===== src/rtl/seq_issue_ctrl.sv =====
// In-order single-issue controller: sequences the push/add/mult ALU, owns a 4-entry register
// file and handles the send op through an output handshake. Tolerates same-cycle or late ALU valid.
module seq_issue_ctrl #(
  parameter int unsigned ALU_W   = 8,
  parameter int unsigned TIMEOUT = 15
) (
  input  logic             clk,
  input  logic             rst,
  input  logic [7:0]       i_inst,
  input  logic             i_inst_valid,
  output logic             o_inst_ready,
  output logic [ALU_W-1:0] o_alu_a,
  output logic [ALU_W-1:0] o_alu_b,
  output logic [1:0]       o_alu_op,
  output logic [3:0]       o_alu_const,
  output logic             o_alu_valid,
  input  logic [ALU_W-1:0] i_alu_data,
  input  logic             i_alu_valid,
  output logic [ALU_W-1:0] o_send_data,
  output logic             o_send_valid,
  input  logic             i_send_ready,
  output logic             o_err,
  output logic [15:0]      o_retired,
  input  logic [1:0]       i_dbg_addr,
  output logic [ALU_W-1:0] o_dbg_data
);

  localparam int unsigned CntW = (TIMEOUT < 2) ? 1 : $clog2(TIMEOUT + 1);

  localparam logic [1:0] OpPush = 2'b00;
  localparam logic [1:0] OpSend = 2'b11;

  typedef enum logic [1:0] {StIdle, StIssue, StWait, StSend} state_t;

  state_t           r_state;
  logic [ALU_W-1:0] r_rf [4];
  logic [1:0]       r_dest;
  logic [CntW-1:0]  r_wait_cnt;

  logic [1:0] w_op;
  logic [1:0] w_ra;
  logic [1:0] w_rb;
  logic       w_is_push;

  assign w_op       = i_inst[7:6];
  assign w_ra       = i_inst[5:4];
  assign w_rb       = i_inst[3:2];
  assign w_is_push  = (w_op == OpPush);
  assign o_dbg_data = r_rf[i_dbg_addr];

  always_ff @(posedge clk) begin
    if (rst) begin
      r_state      <= StIdle;
      r_dest       <= '0;
      r_wait_cnt   <= '0;
      o_inst_ready <= 1'b1;
      o_alu_a      <= '0;
      o_alu_b      <= '0;
      o_alu_op     <= '0;
      o_alu_const  <= '0;
      o_alu_valid  <= 1'b0;
      o_send_data  <= '0;
      o_send_valid <= 1'b0;
      o_err        <= 1'b0;
      o_retired    <= '0;
      for (int i = 0; i < 4; i++) begin
        r_rf[i] <= '0;
      end
    end else begin
      unique case (r_state)
        StIdle: begin
          if (i_inst_valid) begin
            o_inst_ready <= 1'b0;
            o_alu_op     <= w_op;
            if (w_op == OpSend) begin
              r_state      <= StSend;
              o_send_valid <= 1'b1;
              o_send_data  <= r_rf[w_ra];
            end else begin
              // Operands captured here stay frozen until the result or timeout.
              r_state     <= StIssue;
              o_alu_valid <= 1'b1;
              o_alu_a     <= r_rf[w_ra];
              o_alu_b     <= w_is_push ? '0 : r_rf[w_rb];
              o_alu_const <= w_is_push ? i_inst[3:0] : 4'd0;
              r_dest      <= w_is_push ? w_ra : i_inst[1:0];
              r_wait_cnt  <= CntW'(1);
            end
          end
        end
        StIssue, StWait: begin
          o_alu_valid <= 1'b0;
          // A result in the final allowed cycle beats the timeout.
          if (i_alu_valid) begin
            r_rf[r_dest] <= i_alu_data;
            o_retired    <= o_retired + 16'd1;
            r_state      <= StIdle;
            o_inst_ready <= 1'b1;
            r_wait_cnt   <= '0;
          end else if (r_wait_cnt == CntW'(TIMEOUT)) begin
            o_err        <= 1'b1;
            r_state      <= StIdle;
            o_inst_ready <= 1'b1;
            r_wait_cnt   <= '0;
          end else begin
            r_wait_cnt <= r_wait_cnt + CntW'(1);
            r_state    <= StWait;
          end
        end
        StSend: begin
          if (i_send_ready) begin
            o_send_valid <= 1'b0;
            o_retired    <= o_retired + 16'd1;
            r_state      <= StIdle;
            o_inst_ready <= 1'b1;
          end
        end
        default: begin
          r_state      <= StIdle;
          o_inst_ready <= 1'b1;
        end
      endcase
    end
  end

endmodule


===== config.mk =====
export PLATFORM = sky130hd
export DESIGN_NAME = seq_issue_ctrl
export DESIGN_NICKNAME = d
export VERILOG_FILES = /design/src/rtl/seq_issue_ctrl.sv
export SDC_FILE = /design/constraint.sdc
export NUM_CORES = 1
export LEC_CHECK = 0
export ABC_AREA = 1
export BUFFER_PORTS_ARGS = -buffer_cell sky130_fd_sc_hd__buf_2
export CORE_ASPECT_RATIO = 1.5
export CORE_MARGIN = 2
export CORE_UTILIZATION = 50
export DETAILED_ROUTE_END_ITERATION = 8
export GPL_TIMING_DRIVEN = 0
export PLACE_DENSITY_LB_ADDON = 0.15
export SLEW_MARGIN = 0
export SYNTH_ARGS = -nofsm -noshare
export SYNTH_HDL_FRONTEND = slang
export SYNTH_SLANG_ARGS = --single-unit

===== constraint.sdc =====
create_clock -name clk -period 2.4 [get_ports clk]
set_input_delay 0.24 -clock clk [delete_from_list [all_inputs] [get_ports clk]]
set_output_delay 0.24 -clock clk [all_outputs]
set_load 0.03 [all_outputs]

---- Word level (Yosys, flattened, before mapping) ----
Memories as Yosys holds them, arrays and structs flattened.
Cells that the tools add are included.
W data, S select, Z words.
storage, ports and cells
  register bits after elaboration ......... 58
  bits in writable memories ............... 32
  input port bits ......................... 23
  output and inout bits ................... 58
  word-level logic and storage cells ...... 83
  memories kept ........................... 1
operators by class
  add/subtract/negate cells ............... 2
  equal/unequal tests ..................... 11
  multiplexer cells ....................... 38
  bitwise operators ....................... 2
  reductions and logical operators ........ 16
memories
  memory  words  bits a word  read ports  clocked after Yosys merged registers in  wr ports  line  source
  r_rf    4      8            3           0                                        4         36    logic [ALU_W-1:0] r_rf [4];
operator list
  operator                 number
  $mux W16                 2
  $pmux W16 S2             1
  $mux W4                  5
  $reduce_and A3 Y1        6
  $add A16 B1 Y16 const B  1
  $mux W1                  16
  $mux W8                  2
  $mux W2                  7
  $ne A2 B2 Y1 const B     5
  $pmux W4 S2              1
  $reduce_or A8 Y1         1
  $eq A2 B2 Y1 const B     3
  $pmux W2 S3              1
  $reduce_bool A2 Y1       3
  $add A4 B1 Y4 const B    1
  $eq A4 B4 Y1 const B     1
  $logic_not A2 Y1         2
  $pmux W1 S2              2
  $reduce_and A2 Y1        2
  $reduce_and A4 Y1        1
  $ne A3 B3 Y1 const B     1
  $pmux W1 S3              1
  $eq A2 B1 Y1 const B     1
  $not A1 Y1               2
  $reduce_or A2 Y1         1

---- Longest topological paths before layout ----
Gate-level depths: netlist of the first run.
  depth in word-level cells ............... 7
  depth in mapped cells ................... 10
  depth with buffers taken out ............ 10

---- Worst setup path after synthesis of the first run ----
OpenSTA, ideal clock, no wires.
  path type ............................... reg2reg
  start ................................... reg r_state[0]
  end ..................................... mem r_rf[3][0], enable pin
  setup time .............................. 0.384 ns
  data arrival time ....................... 1.507 ns
  required time ........................... 2.016 ns
  path slack .............................. 0.509 ns
  cell stages (with the launch flop) ...... 5
  path buffers ............................ 0
  clock period less this slack ............ 1.891 ns
  cells stage by stage .................... dfxtp_1 inv_1 ha_1 nand2_1 o21ai_0
RTL lines
  element                 line  source
  from (decl)             35    state_t r_state;
  from (signal assigned)  53    r_state <= StIdle;
  from (signal assigned)  76    r_state <= StSend;
  from (signal assigned)  81    r_state <= StIssue;
  to (decl)               36

==> results of run 1 <==
cell type report:
| type | count | area (sq um) |
|---|---|---|
| plain buffers | 21 | 108 |
| flip-flops and latches | 90 | 2120 |
| multi-input cells | 416 | 2020 |
| fillers | 826 | 3510 |
| repair buffers | 77 | 385 |
| clock inverters | 4 | 43.8 |
| clock buffers | 12 | 236 |
| inverters | 69 | 264 |
| well taps | 110 | 138 |
cells by family (layout without fill, tap and decap cells):
family	Yosys count	in the layout	share of synthesized area (%)
XOR/XNOR	1	1	0.194
AO/OA/AOI/OAI	140	140	16.6
flip-flops	90	90	47.0
buffers and inverters	90	183	8.23
AND/OR/NAND/NOR	270	270	26.6
adder cells (fa/ha/maj)	5	5	1.39
flip-flops by register name, summed over array words and instances (netlist names), 2 cells and up:
name / cells
r_rf: 32
o_retired: 16
o_alu_a: 8
o_alu_b: 8
o_send_data: 8
o_alu_const: 4
r_wait_cnt: 4
o_alu_op: 2
r_dest: 2
r_state: 2
path summary, 6_finish.rpt:
check | end | start | cells past startpoint | slack (ns)
worst max register to register | r_rf[1][6] | r_state[0] | 8 | 0.26
worst min-delay path | o_alu_const[0] | i_inst[0] | 3 | 0.19
worst min register to register | o_alu_const[0] | o_alu_const[0] | 2 | 0.46
worst max-delay path | r_rf[1][6] | r_state[0] | 8 | 0.26
per-stage QoR:
| step | power, mW | cell area [sq um] |
|---|---|---|
| 4_1_cts | 4.21 | 5320 |
| 6_report | 4.19 | 5320 |
| 5_1_grt | 4.37 | 5320 |
| 2_1_floorplan | 2.57 | 4520 |
| 3_3_place_gp | 2.84 | 5040 |
| 3_5_place_dp | 2.87 | 5040 |
layer usage:
metal  wire length [um]  share of wire [%]  track usage [%]  vias to the layer above
met5                  0                  0                0                        -
met4                580                4.7             12.9                        0
met3                472                3.8             4.25                       33
met2               6620                 53             47.4                      160
met1               4780                 38             29.3                     2019
li1                   -                  -                -                     2130
repair_timing:
item | in CTS | in global routing
gates resized for setup | 0 | 1
buffers inserted | 0 | 0
setup endpoints to repair | 0 | 8
where the power goes:
part / switching (mW) / total [mW] / internal (mW)
sequential: 0.123 / 1.84 / 1.72
clock: 0.546 / 1.35 / 0.801
combinational: 0.710 / 1.00 / 0.290
total: 1.38 / 4.19 / 2.81
critical path, cell delays in order (launching register included):
cell and delay, ns:
dfxtp_1 0.35, inv_1 0.08, ha_1 0.39, nand2_1 0.16, nor2_2 0.16, inv_2 0.11
nor2_4 0.15, nand2_4 0.10, nand2_1 0.30
cell usage in the layout (no fill, tap or decap), types with 2 or more instances in the layout:
| master | count |
|---|---|
| edfxtp_1 | 32 |
| nand2_2 | 3 |
| o22ai_1 | 7 |
| a21oi_1 | 53 |
| nand2_4 | 7 |
| dfxtp_1 | 58 |
| o21ai_1 | 15 |
| nand4_1 | 7 |
| nand3_1 | 26 |
| o21ai_0 | 52 |
| buf_6 | 2 |
| clkbuf_1 | 13 |
| o211ai_1 | 7 |
| nor2_1 | 101 |
| a31oi_1 | 2 |
| clkinv_2 | 2 |
| inv_1 | 60 |
| nand2_1 | 114 |
| buf_2 | 85 |
| nor2_4 | 5 |
| clkinv_1 | 2 |
| inv_2 | 7 |
| nor2_2 | 2 |
| clkbuf_16 | 9 |
| ha_1 | 5 |
==> summary.md, run 1 <==
| Metric | Value |
|---|---|
| Data required, critical path | `2.40 ns` |
| Via count | `4,342` |
| Slew at the pin closest to its max-slew limit | `0.727 ns` |
| Number of standard cells in the final layout excluding fillers | `799` |
| Final routed wire length divided by cell count | `approximately 16 um` |
| Largest net degree at the start of global routing | `15` |
| Top cell type's share of synthesized area | `25.7%` |
| Root Driver | `clkbuf_16` |
| Type of destination of the critical path | `register` |
| Post-synthesis sequential area ratio | `47.0%` |
| Maximum number of buffers from clock root to sink | `2` |
| Arrival time of the worst setup path | `approximately 2.1 ns` |
| Placeable Area | `8830 sq um` |
| Ratio of routed vias to standard cells | `5.43` |
| Worst hold-check slack | `0.187 ns` |
| Final HPWL DP | `9.56 mm` |
| Setup slack of the critical path after layout | `0.259 ns` |
| Highest achievable clock rate | `~470 MHz` |
| # diodes | `0` |
| Worst Setup Start Kind | `register` |
| Clock transition time at the flip-flop clock pins of the worst setup and hold paths | `0.06 ns` |
| Final min period | `2.14 ns` |
| Horizontal die dimension | `81.6 um` |
| Fraction of final layout cells with drive strength greater than 1 | `18.9%` |
| Synthesized netlist net count | `624` |
| Post-synth EDFFs | `32` |
| Worst-path maximum fanout | `9` |
| CTS Hold Buffers Added | `0` |
| Global-route wire length before repair | `19.6 mm` |
| # DRC | `0` |
| Final worst clock skew | `0.00749 ns` |
| Final slew viol count | `0` |
| Cell area after technology mapping | `4520 sq um` |
| I/O pin total | `81` |
| Final Util | `60.3%` |
| Total clock buffers created by CTS | `9` |
| Class of the tightest hold or removal check | `in2reg` |
| Share of synthesized flip-flops with an asynchronous set or reset | `0%` |
| Type of the worst setup path | `reg2reg` |
| Die Y-Extent | `120 um` |
| Most numerous cell in the Yosys netlist | `nand2_1` |
| Top FF cell, synth | `dfxtp_1` |
| Setup TNS | `0 ns` |
| Violation count after the first detailed-route iteration | `297` |
| Initial antenna violation count | `0` |
| Routed Wire Length | `12.5 mm` |
| Total overflow reported by the global router | `0` |
| Rel. slew slack | `around half` |
| CTS H-tree depth | `3` |
| Die Outline Area | `just under 10,000 sq um` |
| CTS sink count | `90` |
| Syn Area/Cell | `7.58 sq um` |
| CTS tree | `built` |
| Yosys warning count | `0` |
| Final-report hold violation count | `0` |
| Post-route fraction of the period consumed by the critical path | `89.2%` |
| Leading post-synthesis cells by cell area | `dfxtp_1, edfxtp_1, nand2_1` |
| Placed cells | `783` |
| Power per cell area | `roughly 790 nW/um^2` |
| Number of failing setup endpoints in the final timing report | `0` |
| RSZ-0062 raised after global routing | `false` |
| Leakage power | `2.46 nW` |
| Commonest cells in the synthesized netlist | `nand2_1, nor2_1, inv_1` |
| Outcome | `finished, final reports clean` |
| Tot GR Track Use | `between 20% and 30%` |
| Initial core utilization | `51.2%` |
| Insertion delay of the later-clocked pin in the worst-skew pair | `roughly 0.33 ns` |
| Yosys cell types | `35` |
| Number of global-route vias before repair | `4,047` |
| Total of flip-flops plus latches after synthesis | `90` |
| Worst ir drop on vdd | `0.000459 V` |
| Number of max-cap violations | `0` |
| Instance count of the mapped netlist | `a little under 600` |
| Buffers on Ports | `77` |
| Worst-case setup slack after placement | `0.134 ns` |
| First-pass DRT Iterations | `5` |
| Routability congestion estimate from global placement | `0.875` |
| Relative area change from synthesis to final layout | `17.8%` |
| Number of routed nets with antenna violations | `0` |
| Biggest area consumer among synthesized cells | `dfxtp_1` |
| Number of placement rows | `42` |
| Final net count | `712` |
No activity file was read; power rests on OpenSTA's default activity.
==> run 2: changes to the inputs <==
CELL_PAD_IN_SITES_DETAIL_PLACEMENT = 0   (was default)
CELL_PAD_IN_SITES_GLOBAL_PLACEMENT = 1   (was default)
CORE_UTILIZATION = 41   (was 50)
==> run 2 against run 1 <==
Effect of this change:
- first-iteration DRC count fell by 43%
- maximum frequency shrank 4.6%
- core utilization decreased by 9.2 points
- clock power is 21% higher
- cell count is 4.3% higher
- count of clock-buffer cells in the layout fell by 3
- clock skew rose by 0.0013 ns
- flip-flop and latch count did not move
- combinational power barely moved
- sequential power about the same
- cell area grew 2.1%
- largest cell class unchanged
==> summary.md, run 2 (same netlist as run 1, synthesis figures left out) <==
| Metric | Value |
|---|---|
| Rel. slew slack | `49.2%` |
| Class of the tightest hold or removal check | `in2reg` |
| Number of failing setup endpoints in the final timing report | `0` |
| CTS H-tree depth | `3` |
| I/O pin total | `81` |
| Launch instance of the worst min-delay path | `i_inst[0]` |
| Largest net degree at the start of global routing | `17` |
| Worst hold endpoint | `o_alu_const[0]` |
| Final worst clock skew | `0.00883 ns` |
| Final net count | `712` |
| # diodes | `0` |
| Total overflow reported by the global router | `0` |
| Slew at the pin closest to its max-slew limit | `~0.76 ns` |
| Routability congestion estimate from global placement | `0.887` |
| Cell count of the worst reg-to-reg path | `6` |
| Final min period | `about 2.2 ns` |
| Power consumption | `4.49 mW` |
| Die Y-Extent | `133 um` |
| CTS tree | `built` |
| Power per cell area | `slightly above 800 nW/um^2` |
| Area of all placed cells without fillers | `5430 sq um` |
| Setup TNS | `0 ns` |
| Registers with the most flip-flops | `r_rf: 32 flops, o_retired: 16 flops` |
| Worst ir drop on vdd | `0.000420 V` |
| RSZ-0062 raised after global routing | `false` |
| Number of global-route vias before repair | `4,076` |
| Relative area change from synthesis to final layout | `20.3%` |
| Worst Setup Start Kind | `register` |
| Number of standard cells in the final layout excluding fillers | `833` |
| Worst-case setup slack after placement | `0.0430 ns` |
| Highest achievable clock rate | `446 MHz` |
| Outcome | `finished, final reports clean` |
| Area occupied by registers | `approximately 2100 sq um` |
| Insertion delay of the later-clocked pin in the worst-skew pair | `0.34 ns` |
| Worst r2r dst | `r_rf[2][7]` |
| Initial antenna violation count | `0` |
| Fill cells | `1,083` |
| Type of the worst setup path | `reg2reg` |
| Number of flip-flops under the largest register name | `32` |
| Violation count after the first detailed-route iteration | `170` |
| Final HPWL DP | `10.1 mm` |
| Root Driver | `clkbuf_16` |
| Leading cell type in the layout, fill and taps excluded | `nand2_1` |
| Buffers on Ports | `slightly below 80` |
| Worst hold-check slack | `between 0.15 and 0.2 ns` |
| Post-route fraction of the period consumed by the critical path | `93.5%` |
| Arrival time of the worst setup path | `2.24 ns` |
| # DRC | `0` |
| Final routed wire length divided by cell count | `15.9 um` |
| Final slew viol count | `0` |
| Setup slack of the critical path after layout | `0.156 ns` |
| Data required, critical path | `around 2.4 ns` |
| Tot GR Track Use | `between 20% and 30%` |
| Instance area after placement | `between 5000 and 6000 sq um` |
| Minimum setup slack among reg-to-reg paths | `roughly 0.16 ns` |
| Initial core utilization | `42.4%` |
| Via count | `4,245` |
| Die Outline Area | `11,900 sq um` |
| Number of max-cap violations | `0` |
| Worst-path maximum fanout | `9` |
| Number of cells on the worst hold path | `3` |
| Number of placement rows | `46` |
| Fraction of final layout cells with drive strength greater than 1 | `19.6%` |
| Top library cells by usage in the layout, fill and taps aside | `nand2_1, nor2_1, buf_2` |
| Top reg by flops | `r_rf` |
| CTS sink count | `90` |
| Type of destination of the critical path | `register` |
| Maximum number of buffers from clock root to sink | `2` |
| Source of the worst register-to-register timing path | `r_state[0]` |
| Placed cells | `around 820` |
| Routed Wire Length | `about 13 mm` |
| Leakage power | `approximately 2.5 nW` |
| Placeable Area | `10,600 sq um` |
| First-pass DRT Iterations | `5` |
| Number of routed nets with antenna violations | `0` |
| Total clock buffers created by CTS | `9` |
| Final Util | `51.0%` |
| Clock transition time at the flip-flop clock pins of the worst setup and hold paths | `0.07 ns` |
| Horizontal die dimension | `89.7 um` |
| Final-report hold violation count | `0` |
| Area taken by multi-input logic gates | `between 2000 and 2500 sq um` |
| Global-route wire length before repair | `around 21 mm` |
| Ratio of routed vias to standard cells | `5.10` |
run 2: timing repair:
action | CTS | global route
setup endpoints to repair | 0 | 9
gates resized for setup | 0 | 2
hold buffers | 0 | 0
buffers inserted | 0 | 0
run 2: layer usage:
layer	wire length (um)	GRT usage [%]
met1	5240	24.3
met2	6960	41.5
met3	572	4.10
met4	505	11.0
met5	0	0
run 2: worst max-delay path, stage by stage (launching register included):
cell	delay (ns)
dfxtp_1	0.34
inv_1	0.08
ha_1	0.41
nand2_1	0.16
nor2_2	0.14
nand3_1	0.32
nand2_1	0.45
run 2: how the worst max path moves through the flow:
| stage | startpoint | end | slack, ns |
|---|---|---|---|
| finish | r_state[0] | r_rf[2][7] | 0.16 |
| global route | r_state[0] | r_rf[2][7] | 0.004 |
| CTS | r_state[0] | r_rf[3][2] | 0.03 |
| detailed placement | r_state[0] | r_rf[3][3] | 0.04 |
| global placement | r_state[0] | r_rf[3][2] | 0.06 |
| floorplan | r_state[0] | r_rf[3][0] | 0.51 |
run 2: final cells by class:
class                   count  share of cell area (%)
plain buffers              21                    1.98
multi-input cells         416                    37.3
clock buffers               9                    4.14
well taps                 144                    3.32
repair buffers             77                    7.09
clock inverters             7                    2.28
flip-flops and latches     90                    39.1
inverters                  69                    4.86
run 2: where the power goes:
group | internal [mW] | leakage, nW | total [mW] | switching, mW
registers | 1.72 | 0.804 | 1.84 | 0.116
logic | 0.291 | 1.51 | 1.01 | 0.719
clock network | 1.03 | 0.167 | 1.64 | 0.616
